File: config.mk
export PLATFORM = sky130hd
export DESIGN_NAME = deccnt_ctrl
export DESIGN_NICKNAME = d
export VERILOG_FILES = /design/src/rtl/deccnt_pkg.sv /design/src/rtl/deccnt_ctrl_bcd4_step.sv /design/src/rtl/deccnt_ctrl.sv
export SDC_FILE = /design/constraint.sdc
export NUM_CORES = 1
export LEC_CHECK = 0
export BUFFER_PORTS_ARGS = -buffer_cell sky130_fd_sc_hd__buf_2
export CORE_ASPECT_RATIO = 0.6
export CORE_UTILIZATION = 45
export CTS_CLUSTER_DIAMETER = 40
export DETAILED_ROUTE_END_ITERATION = 10
export HOLD_SLACK_MARGIN = 0.12
export PLACE_DENSITY_LB_ADDON = 0.08
export SLEW_MARGIN = 20
export SYNTH_ARGS = -nofsm -noshare
export SYNTH_HDL_FRONTEND = slang
export SYNTH_SLANG_ARGS = --single-unit
File: constraint.sdc
create_clock -name CLK -period 2 [get_ports CLK]
set_input_delay 0.1 -clock CLK [delete_from_list [all_inputs] [get_ports CLK]]
set_output_delay 0.1 -clock CLK [all_outputs]
set_load 0.005 [all_outputs]
File: src/rtl/deccnt_pkg.sv
// Shared encodings for the decimal counter controller: modes, button
// indices, command priority and the BCD digit limit.
package deccnt_pkg;

  typedef enum logic [1:0] {
    MODE_IDLE = 2'd0,
    MODE_RUN  = 2'd1,
    MODE_EDIT = 2'd2
  } mode_e;

  localparam int NUM_BTN = 5;
  localparam int BTN_R   = 0;
  localparam int BTN_L   = 1;
  localparam int BTN_D   = 2;
  localparam int BTN_U   = 3;
  localparam int BTN_C   = 4;

  localparam logic [3:0] BCD_MAX = 4'd9;

  typedef enum logic [2:0] {
    CMD_NONE = 3'd0,
    CMD_C    = 3'd1,
    CMD_U    = 3'd2,
    CMD_D    = 3'd3,
    CMD_L    = 3'd4,
    CMD_R    = 3'd5
  } cmd_e;

  // One command per cycle, C > U > D > L > R; losers are simply dropped.
  function automatic cmd_e arbitrate(input logic [NUM_BTN-1:0] btn);
    if (btn[BTN_C])      return CMD_C;
    else if (btn[BTN_U]) return CMD_U;
    else if (btn[BTN_D]) return CMD_D;
    else if (btn[BTN_L]) return CMD_L;
    else if (btn[BTN_R]) return CMD_R;
    else                 return CMD_NONE;
  endfunction

endpackage

File: src/rtl/deccnt_ctrl_bcd4_step.sv
// Combinational 4-digit BCD +/-1 with wrap, and a single-digit mod-10 step
// applied to the one-hot selected digit without carry.
module bcd4_step
  import deccnt_pkg::*;
(
  input  logic [15:0] val_i,
  input  logic        up_i,
  input  logic [3:0]  sel_i,
  output logic [15:0] whole_o,
  output logic [15:0] digit_o
);

  function automatic logic [3:0] digit_inc_dec(input logic [3:0] d, input logic up);
    if (up) return (d >= BCD_MAX) ? 4'd0 : d + 4'd1;
    else    return (d == 4'd0) ? BCD_MAX : d - 4'd1;
  endfunction

  logic carry;

  // Ripple from digit 0; carry/borrow only propagates past a wrapping digit.
  always_comb begin
    carry   = 1'b1;
    whole_o = val_i;
    for (int k = 0; k < 4; k++) begin
      if (carry) begin
        whole_o[4*k +: 4] = digit_inc_dec(val_i[4*k +: 4], up_i);
        carry = up_i ? (val_i[4*k +: 4] >= BCD_MAX) : (val_i[4*k +: 4] == 4'd0);
      end
    end
  end

  always_comb begin
    digit_o = val_i;
    for (int k = 0; k < 4; k++) begin
      if (sel_i[k]) digit_o[4*k +: 4] = digit_inc_dec(val_i[4*k +: 4], up_i);
    end
  end

endmodule

File: src/rtl/deccnt_ctrl.sv
// Push-button command controller for the 4-digit BCD counter: IDLE/RUN/EDIT
// FSM, auto-count tick, edit-digit blink and edit inactivity timeout.
module deccnt_ctrl
  import deccnt_pkg::*;
#(
  parameter int TICK_DIV     = 100_000_000,
  parameter int BLINK_DIV    = 25_000_000,
  parameter int EDIT_TIMEOUT = 8
) (
  input  logic        CLK,
  input  logic        RESET,
  input  logic        BTNU_P,
  input  logic        BTND_P,
  input  logic        BTNL_P,
  input  logic        BTNR_P,
  input  logic        BTNC_P,
  output logic [15:0] VAL,
  output logic [3:0]  CURSOR,
  output logic [3:0]  BLANK,
  output logic [1:0]  MODE,
  output logic        DIR
);

  localparam int TICK_W  = $clog2(TICK_DIV);
  localparam int BLINK_W = $clog2(BLINK_DIV);
  localparam int TO_W    = $clog2(EDIT_TIMEOUT + 1);

  localparam logic [TICK_W-1:0]  TICK_LAST  = TICK_W'(TICK_DIV - 1);
  localparam logic [BLINK_W-1:0] BLINK_LAST = BLINK_W'(BLINK_DIV - 1);
  localparam logic [TO_W-1:0]    TO_LAST    = TO_W'(EDIT_TIMEOUT - 1);

  mode_e              mode_q, mode_d;
  logic [15:0]        val_q, val_d;
  logic               dir_q, dir_d;
  logic [3:0]         cursor_q, cursor_d;
  logic [TICK_W-1:0]  tick_cnt_q, tick_cnt_d;
  logic [BLINK_W-1:0] blink_cnt_q, blink_cnt_d;
  logic               phase_q, phase_d;
  logic [TO_W-1:0]    to_cnt_q, to_cnt_d;

  cmd_e        cmd;
  logic        tick;
  logic        step_up;
  logic [15:0] whole_val;
  logic [15:0] digit_val;

  assign cmd  = arbitrate({BTNC_P, BTNU_P, BTND_P, BTNL_P, BTNR_P});
  assign tick = (tick_cnt_q == TICK_LAST);

  // RUN steps in the stored direction; IDLE/EDIT steps follow the button.
  assign step_up = (mode_q == MODE_RUN) ? dir_q : (cmd == CMD_U);

  bcd4_step u_step (
    .val_i   (val_q),
    .up_i    (step_up),
    .sel_i   (cursor_q),
    .whole_o (whole_val),
    .digit_o (digit_val)
  );

  always_comb begin
    mode_d      = mode_q;
    val_d       = val_q;
    dir_d       = dir_q;
    cursor_d    = cursor_q;
    to_cnt_d    = to_cnt_q;
    tick_cnt_d  = tick ? '0 : tick_cnt_q + 1'b1;
    blink_cnt_d = (blink_cnt_q == BLINK_LAST) ? '0 : blink_cnt_q + 1'b1;
    phase_d     = (blink_cnt_q == BLINK_LAST) ? ~phase_q : phase_q;

    case (mode_q)
      MODE_IDLE: begin
        case (cmd)
          CMD_C: begin
            mode_d     = MODE_RUN;
            tick_cnt_d = '0;
          end
          CMD_U, CMD_D: val_d = whole_val;
          CMD_L, CMD_R: begin
            mode_d      = MODE_EDIT;
            cursor_d    = 4'b0001;
            to_cnt_d    = '0;
            blink_cnt_d = '0;
            phase_d     = 1'b0;
          end
          default: ;
        endcase
      end
      MODE_RUN: begin
        if (cmd == CMD_C) begin
          mode_d = MODE_IDLE;
        end else begin
          if (tick) val_d = whole_val;
          if (cmd == CMD_U) dir_d = 1'b1;
          if (cmd == CMD_D) dir_d = 1'b0;
        end
      end
      MODE_EDIT: begin
        case (cmd)
          CMD_C:        mode_d   = MODE_IDLE;
          CMD_L:        cursor_d = {cursor_q[2:0], cursor_q[3]};
          CMD_R:        cursor_d = {cursor_q[0], cursor_q[3:1]};
          CMD_U, CMD_D: val_d    = digit_val;
          default: ;
        endcase
        if (cmd != CMD_NONE) begin
          to_cnt_d = '0;
        end else if (tick) begin
          to_cnt_d = to_cnt_q + 1'b1;
          if (to_cnt_q >= TO_LAST) mode_d = MODE_IDLE;
        end
      end
      default: mode_d = MODE_IDLE;
    endcase
  end

  always_ff @(posedge CLK) begin
    if (RESET) begin
      mode_q      <= MODE_IDLE;
      val_q       <= 16'h0000;
      dir_q       <= 1'b1;
      cursor_q    <= 4'b0001;
      tick_cnt_q  <= '0;
      blink_cnt_q <= '0;
      phase_q     <= 1'b0;
      to_cnt_q    <= '0;
    end else begin
      mode_q      <= mode_d;
      val_q       <= val_d;
      dir_q       <= dir_d;
      cursor_q    <= cursor_d;
      tick_cnt_q  <= tick_cnt_d;
      blink_cnt_q <= blink_cnt_d;
      phase_q     <= phase_d;
      to_cnt_q    <= to_cnt_d;
    end
  end

  assign VAL    = val_q;
  assign CURSOR = cursor_q;
  assign MODE   = mode_q;
  assign DIR    = dir_q;
  assign BLANK  = (mode_q == MODE_EDIT && phase_q) ? cursor_q : 4'b0000;

endmodule
==> results of run 1 <==
==> cell usage in the layout (no fill, tap or decap), types with 23 or more instances in the layout <==
master,count
nor2_1,92
buf_4,90
dfxtp_1,76
nand2_1,47
buf_2,33
xor2_1,29
nand3_1,26
xnor2_1,23
a21oi_1,23
==> synthesized netlist by cell type, types with 2 or more instances <==
cell type,instances
a22oi_1,4
nor2b_1,6
a21oi_1,25
or3_1,3
nor2_1,92
mux2i_1,3
a21boi_0,2
inv_1,18
ha_1,17
or2_2,2
a311o_1,2
a32o_1,2
nand2_1,48
nand4_1,11
nor3_1,16
o22ai_1,4
dfxtp_1,80
clkbuf_1,16
nor3b_1,3
nand3b_1,2
a21oi_2,3
nand3_1,27
nor4_1,2
a211oi_4,2
or3b_1,2
nor4b_2,2
o21bai_1,3
and2_1,3
a311oi_1,8
xor2_1,29
xnor2_1,23
and3_1,15
o211ai_1,4
a211oi_1,9
and4_1,6
nand2b_1,3
a31oi_1,6
o31ai_1,6
o21ai_0,12
==> worst max path at each step <==
stage	from	end	slack (ps)	depth (start not counted)
after global routing	tick_cnt_q[11]	VAL[4]	-280	7
final	tick_cnt_q[11]	VAL[4]	-170	7
after global placement	tick_cnt_q[11]	VAL[4]	-180	6
after CTS	tick_cnt_q[1]	VAL[5]	-190	8
after floorplan	tick_cnt_q[0]	VAL[8]	-200	8
after detailed placement	tick_cnt_q[11]	VAL[6]	-220	6
==> stage by stage <==
step           worst slack [ps]  hold WS, ps
2_1_floorplan              -196          240
3_3_place_gp               -179          459
3_5_place_dp               -223          475
4_1_cts                    -189          125
5_1_grt                    -281          136
6_report                   -173          142
==> critical path, stage by stage, from the launching register on <==
cell      delay [ps]
dfxtp_2          330
nor4b_4          290
nand4_1          170
or4_4            580
a211oi_4         320
buf_4            180
o211a_1          130
nor3_1            40
==> report_power, final <==
group | switching, mW | total [mW] | leakage (nW) | internal (mW)
combinational | 0.440 | 0.837 | 1.54 | 0.396
clock | 0.644 | 1.74 | 0.150 | 1.09
sequential | 0.0427 | 1.68 | 0.649 | 1.64
total | 1.13 | 4.25 | 2.34 | 3.13
==> flip-flops by register name, indices dropped and copies added, names as in the netlist <==
register,cells
tick_cnt_q,27
phase_q,1
MODE,2
DIR,1
VAL,16
blink_cnt_q,25
CURSOR,4
to_cnt_q,4
==> area by class of cell <==
| class | count | area (sq um) | share of cell area [%] |
|---|---|---|---|
| timing repair buffer | 129 | 926 | 16.0 |
| clock inverter | 5 | 81.3 | 1.40 |
| multi-input combinational | 420 | 2730 | 47.0 |
| sequential | 80 | 1610 | 27.7 |
| tap | 130 | 163 | 2.80 |
| clock buffer | 11 | 233 | 4.01 |
| inverter | 18 | 67.6 | 1.16 |
==> cells by family after synthesis <==
logic type                 count (synthesis)
adders and majority gates                 17
xor gates and xnor gates                  52
muxes                                      3
and+or+nand+nor                          250
buffers and inverters                     37
AOI/OAI and AO/OA                         98
DFF                                       80
==> metal layers <==
layer  part of all wire (%)  track usage, %
met2                     41            34.1
met3                    5.2            6.13
met1                     53            34.6
met4                   0.68            3.41
met5                      0               0
==> what timing repair did <==
action,4_1_cts,5_1_grt
pin swaps,16,10
hold endpoints to repair,0,0
endpoints found under the setup margin,16,21
gates resized for setup,12,4
buffers inserted,5,1
==> flow_metrics.env, run 1 <==
export IMPL_dieArea_sq_um=10100
export IMPL_ff2ff_setup_slack_ps=-170
export IMPL_crit_arrival_ps=2380
export IMPL_reg2reg_depth=7
export IMPL_power_total_mw=4.25
export IMPL_slew_violations=0
export IMPL_initial_core_util_pct=47.0
export IMPL_stdcell_area_sq_um=5800
export IMPL_rr_endpoint="VAL[4]"
export IMPL_synth_top_cell_area_share_pct=36.7
export IMPL_syn_nets=561
export IMPL_clk_pin_slew_worst_paths_ps=60
export IMPL_worst_slew_pin_slew_ps=454
export IMPL_cts_tree="yes"
export IMPL_synth_fa_ha_area_share_pct=4.87
export IMPL_synth_compound_area_share_pct=15.8
export IMPL_grt_pass1_vias=3852
export IMPL_post_route_period_util_pct=109
export IMPL_critical_path_class="reg2reg"
export IMPL_routed_via_density=5.32
export IMPL_holdPathEnd="DIR"
export IMPL_wirelength_microns=11200
export IMPL_ys_top_cells_by_area="dfxtp_1, nor2_1, xor2_1"
export IMPL_drtIter0Drc=263
export IMPL_num_rows=27
export IMPL_ys_flop_type="dfxtp_1"
export IMPL_ioPinCount=34
export IMPL_hp_start="BTND_P"
export IMPL_die_h_microns=78.3
export IMPL_wl_per_cell_microns=14.1
export IMPL_fin_util_pct=62.5
export IMPL_cp_required_ps=2200
export IMPL_synth_mux_area_share_pct=0.688
export IMPL_area_growth_synth_to_final_pct=33.0
export IMPL_nNetsFinal=682
export IMPL_grt_max_degree=28
export IMPL_hpwl_microns=8180
export IMPL_avgSynthCellArea_sq_um=8.13
export IMPL_relSlewSlack_pct=69.7
export IMPL_grtUsageTotal_pct=23.4
export IMPL_synth_edf_count=0
export IMPL_synth_top_family_by_area="simple AND/OR/NAND/NOR gates"
export IMPL_max_cap_violations=0
export IMPL_worst_slack_ps=-173
export IMPL_clock_root_buffer="clkbuf_16"
export IMPL_hold_violations=0
export IMPL_synth_distinct_cells=55
export IMPL_hold_class="in2reg"
export IMPL_power_leakage_nw=2.34
export IMPL_whs_path_depth=3
export IMPL_start_kind="flip-flop"
export IMPL_ys_ff_latch=80
export IMPL_route_detailed_drc=0
export IMPL_status="finished, violations left"
export IMPL_timing_rr_start="tick_cnt_q[11]"
export IMPL_placed_cell_area_sq_um=5380
export IMPL_fmax_mhz=460
export IMPL_grt_first_pass_wirelength_microns=18700
export IMPL_synth_xor_area_share_pct=10.4
export IMPL_num_fill_cells=831
export IMPL_coreArea_sq_um=9290
export IMPL_cts_buffers=9
export IMPL_violations="negative setup slack"
export IMPL_clk_path_buf_depth=2
export IMPL_synth_async_reset_ratio_pct=0
export IMPL_peakVddDrop_uv=447
export IMPL_ant_nets=0
export IMPL_gp_congestion=0.874
export IMPL_yosys_area_top_type="dfxtp_1"
export IMPL_antenna_found_initial=0
export IMPL_cts_sinks=80
export IMPL_port_buffers=33
export IMPL_end_kind="flip-flop"
export IMPL_antenna_cells=0
export IMPL_powerDensity_nw_per_um2=733
export IMPL_layout_cells_non_filler=793
export IMPL_syn_inst=537
export IMPL_ys_warnings_count=0
export IMPL_drive_above_1_share_pct=26.4
export IMPL_vias=4215
export IMPL_rsz0062_at_grt="true"
export IMPL_clk_latency_ps=340
export IMPL_skew_ps=9.85
export IMPL_fin_crit_ps=2170
export IMPL_yosysSeqAreaShare_pct=36.7
export IMPL_dr_pass1_iters=6
export IMPL_fin_setup_tns_ps=-1710
export IMPL_final_setup_viol_count=16
export IMPL_die_w_microns=129
export IMPL_cts_hold_buf=0
export IMPL_dp_cells=772
export IMPL_synth_area_sq_um=4370
export IMPL_htree_levels=3
export IMPL_overflow=0
export IMPL_crit_fanout=4
export IMPL_yosys_area_share_simple_pct=28.1
No activity file was read; power rests on OpenSTA's default activity.
==> run 2, diff against run 1 <==
--- a/config.mk
+++ b/config.mk
@@ -5,6 +5,7 @@
 export SDC_FILE = /design/constraint.sdc
 export NUM_CORES = 1
 export LEC_CHECK = 0
+export ABC_AREA = 1
 export BUFFER_PORTS_ARGS = -buffer_cell sky130_fd_sc_hd__buf_2
 export CORE_ASPECT_RATIO = 0.6
 export CORE_UTILIZATION = 45
==> run 2 against run 1 <==
The flow now finishes without violations. Die area grew 13%. Combinational power decreased by 2.5%. Sequential cell count stayed put. Setup slack better by 280 ps. Clock-buffer cell count decreased by 1. Sequential power up 2%. Highest routed layer unchanged.
==> flow_metrics.env, run 2 <==
export IMPL_synth_edf_count=0
export IMPL_fin_crit_ps=1900
export IMPL_final_setup_viol_count=0
export IMPL_routed_via_density=5.15
export IMPL_drtIter0Drc=408
export IMPL_ys_warnings_count=0
export IMPL_num_fill_cells=1044
export IMPL_max_stage_delay_ps=500
export IMPL_largest_reg_flops=27
export IMPL_hold_class="in2reg"
export IMPL_dieArea_sq_um=11400
export IMPL_end_kind="flip-flop"
export IMPL_met2_length_microns=4840
export IMPL_hold_violations=0
export IMPL_ys_flop_type="dfxtp_1"
export IMPL_max_cap_violations=0
export IMPL_regMostFlops="tick_cnt_q"
export IMPL_clk_pin_slew_worst_paths_ps=60
export IMPL_peakVddDrop_uv=465
export IMPL_crit_arrival_ps=2170
export IMPL_vias=4966
export IMPL_pre_cts_ws_ps=32.7
export IMPL_comb_power_share_pct=20.2
export IMPL_placed_cell_area_sq_um=5370
export IMPL_ys_ff_latch=80
export IMPL_crit_fanout=16
export IMPL_wl_per_cell_microns=13.3
export IMPL_grtUsageTotal_pct=23.7
export IMPL_synth_common_cells="nand2_1, nor2_1, inv_1"
export IMPL_cts_buffers=9
export IMPL_hpwl_microns=9960
export IMPL_p_sw_mw=1.24
export IMPL_port_buffers=33
export IMPL_stdcell_area_sq_um=5700
export IMPL_relSlewSlack_pct=46.6
export IMPL_cts_tree="yes"
export IMPL_synth_distinct_cells=42
export IMPL_fmax_mhz=527
export IMPL_coreArea_sq_um=10600
export IMPL_syn_inst=766
export IMPL_antenna_cells=0
export IMPL_crit_top_cell="nand2_1"
export IMPL_worst_slew_pin_slew_ps=794
export IMPL_post_route_period_util_pct=94.8
export IMPL_synth_top_cell_area_share_pct=32.4
export IMPL_grt_first_pass_wirelength_microns=21500
export IMPL_ioPinCount=34
export IMPL_nNetsFinal=845
export IMPL_htree_levels=3
export IMPL_slew_violations=0
export IMPL_highest_layer="met4"
export IMPL_ys_top_cells_by_area="dfxtp_1, nand2_1, nor2_1"
export IMPL_status="finished, final reports clean"
export IMPL_yosysSeqAreaShare_pct=32.4
export IMPL_overflow=0
export IMPL_synth_area_sq_um=4940
export IMPL_num_rows=29
export IMPL_ff2ff_setup_slack_ps=100
export IMPL_route_detailed_drc=0
export IMPL_multiInputGateArea_sq_um=2910
export IMPL_syn_nets=790
export IMPL_mostFrequentLayoutCells="nand2_1, nor2_1, inv_1"
export IMPL_wirelength_microns=12900
export IMPL_power_leakage_nw=2.52
export IMPL_cp_required_ps=2270
export IMPL_yosysMostFrequentCell="nand2_1"
export IMPL_critical_path_class="reg2reg"
export IMPL_drive_above_1_share_pct=11.1
export IMPL_synth_async_reset_ratio_pct=0
export IMPL_grt_pass1_vias=4438
export IMPL_worst_path_buf_inv=2
export IMPL_slowest_stage="dfxtp_1"
export IMPL_grt_max_degree=20
export IMPL_dr_pass1_iters=5
export IMPL_clock_root_buffer="clkbuf_16"
export IMPL_rsz0062_at_grt="false"
export IMPL_met1Wirelength_microns=7150
export IMPL_layout_commonest_cell="nand2_1"
export IMPL_clk_path_buf_depth=2
export IMPL_layout_cells_non_filler=965
export IMPL_start_kind="flip-flop"
export IMPL_avgSynthCellArea_sq_um=6.45
export IMPL_die_h_microns=83.2
export IMPL_skew_ps=5.22
export IMPL_dp_cells=946
export IMPL_gp_congestion=0.951
export IMPL_wl_met3_microns=788
export IMPL_die_w_microns=137
export IMPL_powerDensity_nw_per_um2=708
export IMPL_crit_chain="nand2_2 > nand2_4 > nand2_4 > nand2_1 > nand2_1 > o21ai_4 > buf_12 > nand3_4 > nand2_1 > inv_1 > nor2_1"
export IMPL_swShare_pct=30.8
export IMPL_power_frac_seq_pct=42.5
export IMPL_pwr_share_clk_pct=37.2
export IMPL_fin_util_pct=53.6
export IMPL_seq_area_sq_um=1600
export IMPL_power_internal_mw=2.79
export IMPL_worst_slack_ps=104
export IMPL_cts_sinks=80
export IMPL_ant_nets=0
export IMPL_cp_top_family="simple AND/OR/NAND/NOR gates"
export IMPL_clk_latency_ps=330
export IMPL_area_growth_synth_to_final_pct=15.4
export IMPL_yosys_area_top_type="dfxtp_1"
export IMPL_initial_core_util_pct=46.5
export IMPL_antenna_found_initial=0
==> run 2: changes by cell type in the layout (fill, tap and decap cells not counted), sizes merged, moves of 8 or more <==
cell    change
a211oi      -9
o21ai      +19
inv        +89
nand2     +120
nor3       +12
buf        -78
xnor2      -14
nand3      +34
nand4      +16
and3       -14
nor2       +55
a311oi      -8
==> run 2: through the flow <==
| step | power (mW) | TNS (ps) | hold slack [ps] |
|---|---|---|---|
| after floorplan | 2.28 | 0 | 178 |
| after global placement | 2.51 | -5.60 | 422 |
| after detailed placement | 2.51 | 0 | 430 |
| after CTS | 4.03 | 0 | 206 |
| after global routing | 4.25 | 0 | 218 |
| final | 4.03 | 0 | 225 |
==> run 2: worst min-delay path, delay by kind of cell <==
kind                   cells  cell delay, ps
AO/OA/AOI/OAI              2             210
buffers and inverters      1             140
AND/OR/NAND/NOR            1              60
==> run 2: cells by family after synthesis <==
family                     count (synthesis)  synth area share, %
xor gates and xnor gates                  32                 5.67
DFF                                       80                 32.4
and+or+nand+nor                          440                 38.9
buffers and inverters                    116                 9.12
AOI/OAI and AO/OA                         81                 9.55
adders and majority gates                 17                 4.31
==> run 2: power groups by stage <==
| stage | Combinational (mW) | Clock, mW | Sequential, mW |
|---|---|---|---|
| 3_3_place_gp | 0.762 | 0 | 1.75 |
| 2_1_floorplan | 0.532 | 0 | 1.74 |
| 3_5_place_dp | 0.764 | 0 | 1.75 |
| 5_1_grt | 0.914 | 1.62 | 1.72 |
| 6_report | 0.816 | 1.50 | 1.72 |
| 4_1_cts | 0.771 | 1.54 | 1.71 |
==> run 2: final timing paths <==
| path | startpoint | end | cells after the start |
|---|---|---|---|
| max | MODE[0] | VAL[10] | 11 |
| min | BTNC_P | MODE[1] | 4 |
| max reg2reg | MODE[0] | VAL[10] | 11 |
| min reg2reg | VAL[0] | VAL[0] | 2 |
==> run 2: routing by layer <==
| layer | vias to the layer above | global-route usage [%] |
|---|---|---|
| met2 | 150 | 31.6 |
| met3 | 12 | 4.52 |
| met4 | 0 | 5.00 |
| met5 | - | 0 |
| met1 | 2223 | 38.3 |
| li1 | 2581 | - |
==> run 2: timing repair <==
item | CTS | global route
hold buffers | 2 | 0
setup endpoints to repair | 0 | 15
endpoints found under the hold margin | 7 | 0
resized for setup | 0 | 7
buffers inserted | 0 | 1
==> run 2: cell type report <==
class,count,share of cell area [%]
tap,139,3.05
clock buffer,10,4.02
sequential,80,28.1
multi-input combinational,570,51.1
clock inverter,6,0.637
inverter,107,7.05
timing repair buffer,53,6.06
==> run 3, diff against run 2 <==
--- a/config.mk
+++ b/config.mk
@@ -7,7 +7,8 @@
 export LEC_CHECK = 0
 export ABC_AREA = 1
 export BUFFER_PORTS_ARGS = -buffer_cell sky130_fd_sc_hd__buf_2
-export CORE_ASPECT_RATIO = 0.6
+export CAP_MARGIN = 25
+export CORE_MARGIN = 2
 export CORE_UTILIZATION = 45
 export CTS_CLUSTER_DIAMETER = 40
 export DETAILED_ROUTE_END_ITERATION = 10
==> run 3 against run 2 <==
Register-to-register slack improved by 98 ps. Fmax rose by 5.4%. Sequential cell count did not move. Hold slack got worse by 29 ps. Global-route usage fell by 2.4 points. Sequential share of layout area rose by 0.53 points. Critical path depth did not move. Critical path type unchanged.
==> flow_metrics.env, run 3 (synthesis gave the netlist of run 2 again) <==
export IMPL_drive_above_1_share_pct=10.6
export IMPL_pre_cts_ws_ps=137
export IMPL_ff2ff_setup_slack_ps=200
export IMPL_slew_violations=0
export IMPL_reg2reg_depth=11
export IMPL_coreArea_sq_um=10800
export IMPL_rsz0062_at_grt="false"
export IMPL_layout_cells_non_filler=964
export IMPL_crit_arrival_ps=2110
export IMPL_fin_util_pct=51.8
export IMPL_dp_cells=945
export IMPL_hold_violations=0
export IMPL_vias=4875
export IMPL_antenna_found_initial=0
export IMPL_grt_max_degree=18
export IMPL_routed_via_density=5.06
export IMPL_placed_cell_area_sq_um=5360
export IMPL_crit_chain="nand2_1 > nor2_1 > nand2_1 > nor2_1 > nand4_1 > nand2_2 > buf_12 > nand3_4 > nand2_1 > inv_1 > nor2_1"
export IMPL_relSlewSlack_pct=65.1
export IMPL_crit_start="tick_cnt_q[21]"
export IMPL_endpoint="VAL[8]"
export IMPL_peakVddDrop_uv=299
export IMPL_ant_nets=0
export IMPL_power_total_mw=3.63
export IMPL_fin_crit_ps=1800
export IMPL_grtUsageTotal_pct=21.4
export IMPL_worst_slew_pin_slew_ps=523
export IMPL_cts_tree="yes"
export IMPL_fmax_mhz=556
export IMPL_nNetsFinal=843
export IMPL_clk_latency_ps=370
export IMPL_status="finished, final reports clean"
export IMPL_initial_core_util_pct=45.8
export IMPL_stdcell_area_sq_um=5590
export IMPL_route_detailed_drc=0
export IMPL_htree_levels=3
export IMPL_ioPinCount=34
export IMPL_path_depth=11
export IMPL_critical_path_class="reg2reg"
export IMPL_die_w_microns=109
export IMPL_layout_commonest_cell="nand2_1"
export IMPL_hold_class="in2reg"
export IMPL_dieArea_sq_um=11800
export IMPL_worst_path_buf_inv=2
export IMPL_timing_rr_start="tick_cnt_q[21]"
export IMPL_fin_setup_tns_ps=0
export IMPL_die_h_microns=109
export IMPL_skew_ps=6.52
export IMPL_cp_top_family="simple AND/OR/NAND/NOR gates"
export IMPL_max_stage_delay_ps=390
export IMPL_grt_pass1_vias=4426
export IMPL_post_route_period_util_pct=89.9
export IMPL_max_cap_violations=0
export IMPL_regMostFlops="tick_cnt_q"
export IMPL_worst_slack_ps=202
export IMPL_num_rows=38
export IMPL_end_kind="flip-flop"
export IMPL_powerDensity_nw_per_um2=650
export IMPL_holdWs_ps=196
export IMPL_largest_reg_flops=27
export IMPL_crit_fanout=10
export IMPL_start_kind="flip-flop"
export IMPL_dr_pass1_iters=4
export IMPL_clock_root_buffer="clkbuf_8"
export IMPL_area_growth_synth_to_final_pct=13.2
export IMPL_clk_pin_slew_worst_paths_ps=90
export IMPL_power_leakage_nw=2.47
export IMPL_cts_buffers=9
export IMPL_final_setup_viol_count=0
export IMPL_grt_first_pass_wirelength_microns=20000
export IMPL_wl_per_cell_microns=12.5
export IMPL_gp_congestion=0.853
export IMPL_overflow=0
export IMPL_port_buffers=33
export IMPL_drtIter0Drc=291
export IMPL_cts_sinks=80
export IMPL_num_fill_cells=1058
export IMPL_slowest_stage="dfxtp_1"
export IMPL_cp_required_ps=2310
export IMPL_rr_endpoint="VAL[8]"
export IMPL_hpwl_microns=9230
export IMPL_antenna_cells=0
export IMPL_mostFrequentLayoutCells="nand2_1, nor2_1, inv_1"
export IMPL_wirelength_microns=12000
export IMPL_clk_path_buf_depth=2
-- run 3: tightest hold or removal path, cell delays in order --
cell and delay (ps):
buf_2 130, nor2_1 60, nand3_2 130, a31oi_1 90
-- run 3: report_power, final --
group,switching (mW),total [mW],internal (mW)
logic,0.478,0.782,0.304
registers,0.0605,1.71,1.65
clock network,0.625,1.14,0.519
total,1.16,3.63,2.47
-- run 3: worst min path at each step --
stage | startpoint | to | slack, ps | cells after the start
after floorplan | RESET | blink_cnt_q[20] | 180 | 1
after global placement | BTNC_P | MODE[0] | 430 | 3
after detailed placement | BTNC_P | MODE[0] | 430 | 3
after CTS | BTND_P | MODE[0] | 180 | 4
after global routing | BTND_P | MODE[0] | 220 | 4
final | BTND_P | MODE[0] | 200 | 4
-- run 3: layout make-up --
| type | count | area, sq um | share of cell area (%) |
|---|---|---|---|
| clock buffers | 12 | 155 | 2.77 |
| repair buffers | 51 | 330 | 5.91 |
| multi-input cells | 570 | 2900 | 51.8 |
| flip-flops and latches | 80 | 1600 | 28.7 |
| clock inverters | 4 | 28.8 | 0.515 |
| inverters | 107 | 402 | 7.18 |
| well taps | 140 | 175 | 3.13 |
-- run 3: timing repair --
action / 4_1_cts / 5_1_grt
hold endpoints to repair: 9 / 0
buffers inserted: 0 / 1
hold buffers: 2 / 0
setup endpoints to repair: 0 / 9
gates resized for setup: 0 / 3
-- run 3: routing by layer --
metal  global-route usage, %  share of wire (%)  vias up
li1                        -                  -     2570
met1                    29.3                 51     2195
met2                    33.4                 43       92
met3                    3.17                4.0       18
met4                    9.34                2.0        0
met5                       0                  0        -
